### config.mk
export PLATFORM = sky130hd
export DESIGN_NAME = axi_rom_rd_ctrl
export DESIGN_NICKNAME = d
export VERILOG_FILES = /design/src/rtl/axi_rom_rd_ctrl.sv
export SDC_FILE = /design/constraint.sdc
export NUM_CORES = 1
export LEC_CHECK = 0
export ABC_AREA = 1
export CAP_MARGIN = 20
export CORE_MARGIN = 1
export CORE_UTILIZATION = 36
export CTS_BUF_LIST = sky130_fd_sc_hd__clkbuf_4 sky130_fd_sc_hd__clkbuf_8
export CTS_CLUSTER_SIZE = 24
export DETAILED_ROUTE_END_ITERATION = 10
export HOLD_SLACK_MARGIN = 0.03
export PLACE_DENSITY = 0.94
export REMOVE_ABC_BUFFERS = 1
export SYNTH_ARGS = -nofsm -noshare
export SYNTH_HDL_FRONTEND = slang
export SYNTH_SLANG_ARGS = --single-unit
### constraint.sdc
create_clock -name clk_i -period 2.1 [get_ports clk_i]
set_input_delay 0.525 -clock clk_i [delete_from_list [all_inputs] [get_ports clk_i]]
set_output_delay 0.525 -clock clk_i [all_outputs]
set_load 0.005 [all_outputs]
### src/rtl/axi_rom_rd_ctrl.sv
// AXI4-Lite read-only front end for a synchronous ROM.
// Reads are translated to ROM word indices and answered after the ROM's
// registered data returns. Writes are accepted and always answered with SLVERR.
module axi_rom_rd_ctrl #(
    parameter int unsigned DATA_WIDTH     = 32,
    parameter int unsigned AXI_ADDR_WIDTH = 16,
    parameter int unsigned ROM_ADDR_WIDTH = 8
) (
    input  logic                      clk_i,
    input  logic                      rst_i,
    // AR channel
    input  logic [AXI_ADDR_WIDTH-1:0] s_axi_araddr_i,
    input  logic                      s_axi_arvalid_i,
    output logic                      s_axi_arready_o,
    // R channel
    output logic [DATA_WIDTH-1:0]     s_axi_rdata_o,
    output logic [1:0]                s_axi_rresp_o,
    output logic                      s_axi_rvalid_o,
    input  logic                      s_axi_rready_i,
    // AW channel
    input  logic [AXI_ADDR_WIDTH-1:0] s_axi_awaddr_i,
    input  logic                      s_axi_awvalid_i,
    output logic                      s_axi_awready_o,
    // W channel
    input  logic [DATA_WIDTH-1:0]     s_axi_wdata_i,
    input  logic [DATA_WIDTH/8-1:0]   s_axi_wstrb_i,
    input  logic                      s_axi_wvalid_i,
    output logic                      s_axi_wready_o,
    // B channel
    output logic [1:0]                s_axi_bresp_o,
    output logic                      s_axi_bvalid_o,
    input  logic                      s_axi_bready_i,
    // ROM port
    output logic [ROM_ADDR_WIDTH-1:0] rom_addr_o,
    input  logic [DATA_WIDTH-1:0]     rom_data_i
);

    localparam int unsigned LSB = $clog2(DATA_WIDTH / 8);
    localparam int unsigned HI  = LSB + ROM_ADDR_WIDTH;

    localparam logic [1:0] RESP_OKAY   = 2'b00;
    localparam logic [1:0] RESP_SLVERR = 2'b10;

    typedef enum logic [1:0] {RdIdle, RdRomWait, RdCapture, RdResp} rd_state_e;
    typedef enum logic [1:0] {WrIdle, WrGotAw, WrGotW, WrResp} wr_state_e;

    rd_state_e rd_state_q, rd_state_d;
    wr_state_e wr_state_q, wr_state_d;

    logic [ROM_ADDR_WIDTH-1:0] rom_addr_q;
    logic                      oor_q;
    logic [DATA_WIDTH-1:0]     rdata_q;
    logic [1:0]                rresp_q;

    logic ar_hs, r_hs, aw_hs, w_hs, b_hs;
    logic ar_oor;

    // Write address/data contents are irrelevant: every write is rejected.
    logic unused_wr;
    assign unused_wr = ^{s_axi_awaddr_i, s_axi_wdata_i, s_axi_wstrb_i};

    assign ar_hs = s_axi_arvalid_i & s_axi_arready_o;
    assign r_hs  = s_axi_rvalid_o & s_axi_rready_i;
    assign aw_hs = s_axi_awvalid_i & s_axi_awready_o;
    assign w_hs  = s_axi_wvalid_i & s_axi_wready_o;
    assign b_hs  = s_axi_bvalid_o & s_axi_bready_i;

    // Any address bit above the ROM's word range makes the access out of range.
    assign ar_oor = (s_axi_araddr_i >> HI) != '0;

    assign rom_addr_o    = rom_addr_q;
    assign s_axi_rdata_o = rdata_q;
    assign s_axi_rresp_o = rresp_q;

    // Read FSM state register
    always_ff @(posedge clk_i) begin
        if (rst_i) begin
            rd_state_q <= RdIdle;
        end else begin
            rd_state_q <= rd_state_d;
        end
    end

    // Read FSM next state
    always_comb begin
        rd_state_d = rd_state_q;
        unique case (rd_state_q)
            RdIdle:    if (ar_hs) rd_state_d = RdRomWait;
            RdRomWait: rd_state_d = RdCapture;
            RdCapture: rd_state_d = RdResp;
            RdResp:    if (r_hs) rd_state_d = RdIdle;
            default:   rd_state_d = RdIdle;
        endcase
    end

    // Read FSM outputs; readies are held low while reset is asserted
    always_comb begin
        s_axi_arready_o = 1'b0;
        s_axi_rvalid_o  = 1'b0;
        unique case (rd_state_q)
            RdIdle:  s_axi_arready_o = ~rst_i;
            RdResp:  s_axi_rvalid_o  = 1'b1;
            default: ;
        endcase
    end

    // Read datapath: ROM index on AR accept, response capture one cycle after ROM data
    always_ff @(posedge clk_i) begin
        if (rst_i) begin
            rom_addr_q <= '0;
            oor_q      <= 1'b0;
            rdata_q    <= '0;
            rresp_q    <= RESP_OKAY;
        end else begin
            if (ar_hs) begin
                rom_addr_q <= s_axi_araddr_i[LSB +: ROM_ADDR_WIDTH];
                oor_q      <= ar_oor;
            end
            if (rd_state_q == RdCapture) begin
                rdata_q <= oor_q ? '0 : rom_data_i;
                rresp_q <= oor_q ? RESP_SLVERR : RESP_OKAY;
            end
        end
    end

    // Write FSM state register
    always_ff @(posedge clk_i) begin
        if (rst_i) begin
            wr_state_q <= WrIdle;
        end else begin
            wr_state_q <= wr_state_d;
        end
    end

    // Write FSM next state: collect AW and W in either order, then respond
    always_comb begin
        wr_state_d = wr_state_q;
        unique case (wr_state_q)
            WrIdle: begin
                if (aw_hs && w_hs) wr_state_d = WrResp;
                else if (aw_hs)    wr_state_d = WrGotAw;
                else if (w_hs)     wr_state_d = WrGotW;
            end
            WrGotAw: if (w_hs) wr_state_d = WrResp;
            WrGotW:  if (aw_hs) wr_state_d = WrResp;
            WrResp:  if (b_hs) wr_state_d = WrIdle;
            default: wr_state_d = WrIdle;
        endcase
    end

    // Write FSM outputs
    always_comb begin
        s_axi_awready_o = 1'b0;
        s_axi_wready_o  = 1'b0;
        s_axi_bvalid_o  = 1'b0;
        s_axi_bresp_o   = RESP_OKAY;
        unique case (wr_state_q)
            WrIdle: begin
                s_axi_awready_o = ~rst_i;
                s_axi_wready_o  = ~rst_i;
            end
            WrGotAw: s_axi_wready_o  = ~rst_i;
            WrGotW:  s_axi_awready_o = ~rst_i;
            WrResp: begin
                s_axi_bvalid_o = 1'b1;
                s_axi_bresp_o  = RESP_SLVERR;
            end
            default: ;
        endcase
    end

endmodule

==> reports/qor.txt, run 1 <==
====================================================================================
Run status                                                              finished, final reports clean
Register area                                                              923 sq um
Final routed DRC violation total                                                   0
Die span in y                                                                75.7 um
Violation count after the first detailed-routing iteration                        36
Static leakage                                                               1.21 nW
Longest Clk Path Bufs                                                              2
Highest clock rate                                                         0.520 GHz
Ranking of synthesized cells by instance count                          sky130_fd_sc_hd__nand2_1 (91), sky130_fd_sc_hd__dfxtp_1 (46), sky130_fd_sc_hd__a21oi_1 (36)
Setup crit start kind                                                           flop
Cell with the most instances after synthesis                            sky130_fd_sc_hd__nand2_1
Maxcap violations                                                                  0
Proportion of synthesized flip-flops having asynchronous set or reset             0%
Placer congestion estimate                                                     0.801
Master cell of the clock root buffer                                    sky130_fd_sc_hd__clkbuf_8
Post-synthesis register bit count                                                 46
Largest fanout on the critical path                                                4
Number of rows created at floorplan                                               26
Number of distinct library cells after synthesis                                  29
Fin. Hold Viols                                                                    0
Final critical-path required period                                          1.92 ns
Arrival @ worst endpoint                                                     1.40 ns
Insertion delay of the later-clocked pin in the worst-skew pair              0.29 ns
Worst hold margin                                                           0.467 ns
Floorplan die area                                                        5720 sq um
Core Util, Final                                                               59.2%
Total number of clock tree sinks                                                  46
Synth warn                                                                         0
GRT Total Usage                                                                16.0%
Fin Setup TNS                                                                   0 ns
Count of buffers from port buffering                                              99
Number of global-route vias before repair                                       1707
DIE WIDTH                                                                    75.7 um
Maximum resistive drop on vdd                                               0.542 mV
Core area                                                                 5170 sq um
Power consumption                                                            2.96 mW
Detailed-route wire length per cell                                          11.0 um
CP dominant cell by count                                               sky130_fd_sc_hd__nor2_2
Growth of design area from synthesis to finish                                 56.7%
Predominant post-synthesis flop cell                                    sky130_fd_sc_hd__dfxtp_1
Area share of the leading cell type in the synthesized netlist                 47.1%
Synthesized instance count                                                       249
Clock tree skew after final layout                                        0.00200 ns
TritonCTS clock tree                                                           built
Number of antenna violations at the first check in global routing                  0
Largest area contributor in the netlist                                 sky130_fd_sc_hd__dfxtp_1
Main area contributors after synthesis                                  sky130_fd_sc_hd__dfxtp_1 (47%), sky130_fd_sc_hd__nand2_1 (17%), sky130_fd_sc_hd__a21oi_1 (9.2%)
Crit path capture type                                                    output pin
Level count of the clock H-tree                                                    2
Area of the mapped netlist                                                1950 sq um
Overall overflow remaining after global route                                      0
Post-Route WL                                                                4560 um
RSZ-0062 raised after global routing                                           false
Power per unit of standard cell area                                     968 nW/um^2
CP max-delay cell                                                       sky130_fd_sc_hd__dfxtp_2
Clock Pin Slew Worst Setup and Hold Paths                                    0.08 ns
Global-route wire length before repair                                       7040 um
Number of pins exceeding their max-slew limit in the final report                  0
Filler Cell Count                                                                444
Number of buffers created by CTS                                                   5
Detail Placement HPWL                                                        3370 um
Seq/Total Area, Yosys                                                          47.1%
Antenna diode count                                                                0
Count of final setup violators                                                     0
Share of the clock period used by the worst path after layout                  91.6%
Number of I/O pins                                                               156
Critical path, cell by cell                                             inv_2 -> ha_1 -> nor2_2 -> nor2_2 -> dlygate4sd2_1
Post-route ant nets                                                                0
Pin count of the biggest net entering global routing                              34
Per-instance average area after synthesis                                 7.84 sq um
Multi-input combinational cell area                                        892 sq um
Number of vias after detailed routing                                           1886
Longest individual stage delay on the worst path                             0.36 ns
Kind of critical path                                                   flop to output pin
Number of enable-type register cells in the synthesized netlist                    0
Effective utilization at floorplan                                             37.8%
Kind of path behind the tightest hold check                             flop to flop
Ratio of cells with drive above 1 in the final layout                          10.2%
Number of detailed-route iterations in the first pass                              4
Required time at the endpoint of the critical path                           1.57 ns
Via density per instance                                                        4.56
Nets                                                                             460
====================================================================================
## metrics by stage
stage	instances	instance area (sq um)	worst slack, ns
CTS	414	3060	0.0132
floorplan	235	1870	0.641
global placement	407	2960	0.161
finish	414	3060	0.176
global route	414	3060	0.0991
detailed placement	407	2960	0.169
## worst max-delay path: cells and delay by family (launching register included)
family | cells | cell delay, ns
adder cells (fa/ha/maj) | 1 | 0.21
buffers and inverters | 2 | 0.34
flip-flops | 1 | 0.36
AND/OR/NAND/NOR | 2 | 0.20
## registers in the layout, summed over array words and instances (netlist names)
name,flops
oor_q,1
rd_state_q,2
rom_addr_o,8
s_axi_rdata_o,32
s_axi_rresp_o,1
wr_state_q,2
## cell usage in the layout (no fill, tap or decap), drive strengths merged, types with 4 or more instances in the layout
master / instances
clkdlybuf4s50: 95
nand2: 94
dfxtp: 46
a21oi: 38
inv: 16
nor2: 13
nand3: 11
ha: 9
clkbuf: 5
buf: 4
## final cells by class
class	instances	area share, %
clock buffers	5	2.25
clock inverters	2	0.327
inverters	16	2.29
multi-input cells	173	29.1
flip-flops and latches	46	30.2
well taps	70	2.86
repair buffers	102	33.0
## routing by layer
layer | vias to the layer above | track usage [%] | wire length [um] | part of all wire (%)
met2 | 72 | 29.8 | 2240 | 49
met3 | 5 | 4.89 | 338 | 7.4
li1 | 968 | - | - | -
met5 | - | 0 | 0 | 0
met1 | 841 | 16.9 | 1930 | 42
met4 | 0 | 6.17 | 48 | 1.1
## power by group
group / internal [mW] / switching, mW
clock: 0.223 / 0.270
combinational: 0.659 / 0.639
sequential: 1.06 / 0.110
## timing repair
item	CTS	global route
gates resized for setup	12	1
hold buffers	0	0
setup endpoints to repair	3	1
buffers inserted	0	0
gates cloned	0	0
## logic make-up (layout without fill, tap and decap cells)
| kind of cell | Yosys count | in the layout | synth area share, % |
|---|---|---|---|
| fa+ha+maj | 9 | 9 | 5.77 |
| simple gates | 120 | 120 | 26.3 |
| other cells | 1 | 2 | 0.192 |
| compound gates | 42 | 42 | 12.4 |
| buf+inv | 31 | 125 | 8.26 |
| flops | 46 | 46 | 47.1 |
## path summary, 6_finish.rpt
path         slack, ns               from  depth (start not counted)                 to
max               0.18      wr_state_q[0]                          5    s_axi_awready_o
min               0.47  s_axi_rdata_o[29]                          2  s_axi_rdata_o[29]
max reg2reg       0.58      rd_state_q[0]                          7  s_axi_rdata_o[14]
min reg2reg       0.47  s_axi_rdata_o[29]                          2  s_axi_rdata_o[29]
Power figures use the tool's default switching activity.
==> run 2: changes to the inputs <==
--- a/config.mk
+++ b/config.mk
@@ -6,7 +6,7 @@
 export NUM_CORES = 1
 export LEC_CHECK = 0
 export ABC_AREA = 1
-export CAP_MARGIN = 20
+export CAP_MARGIN = 10
 export CORE_MARGIN = 1
 export CORE_UTILIZATION = 36
 export CTS_BUF_LIST = sky130_fd_sc_hd__clkbuf_4 sky130_fd_sc_hd__clkbuf_8
==> results of run 2 <==
No change in the layout: final DEF, timing and power equal those of run 1.
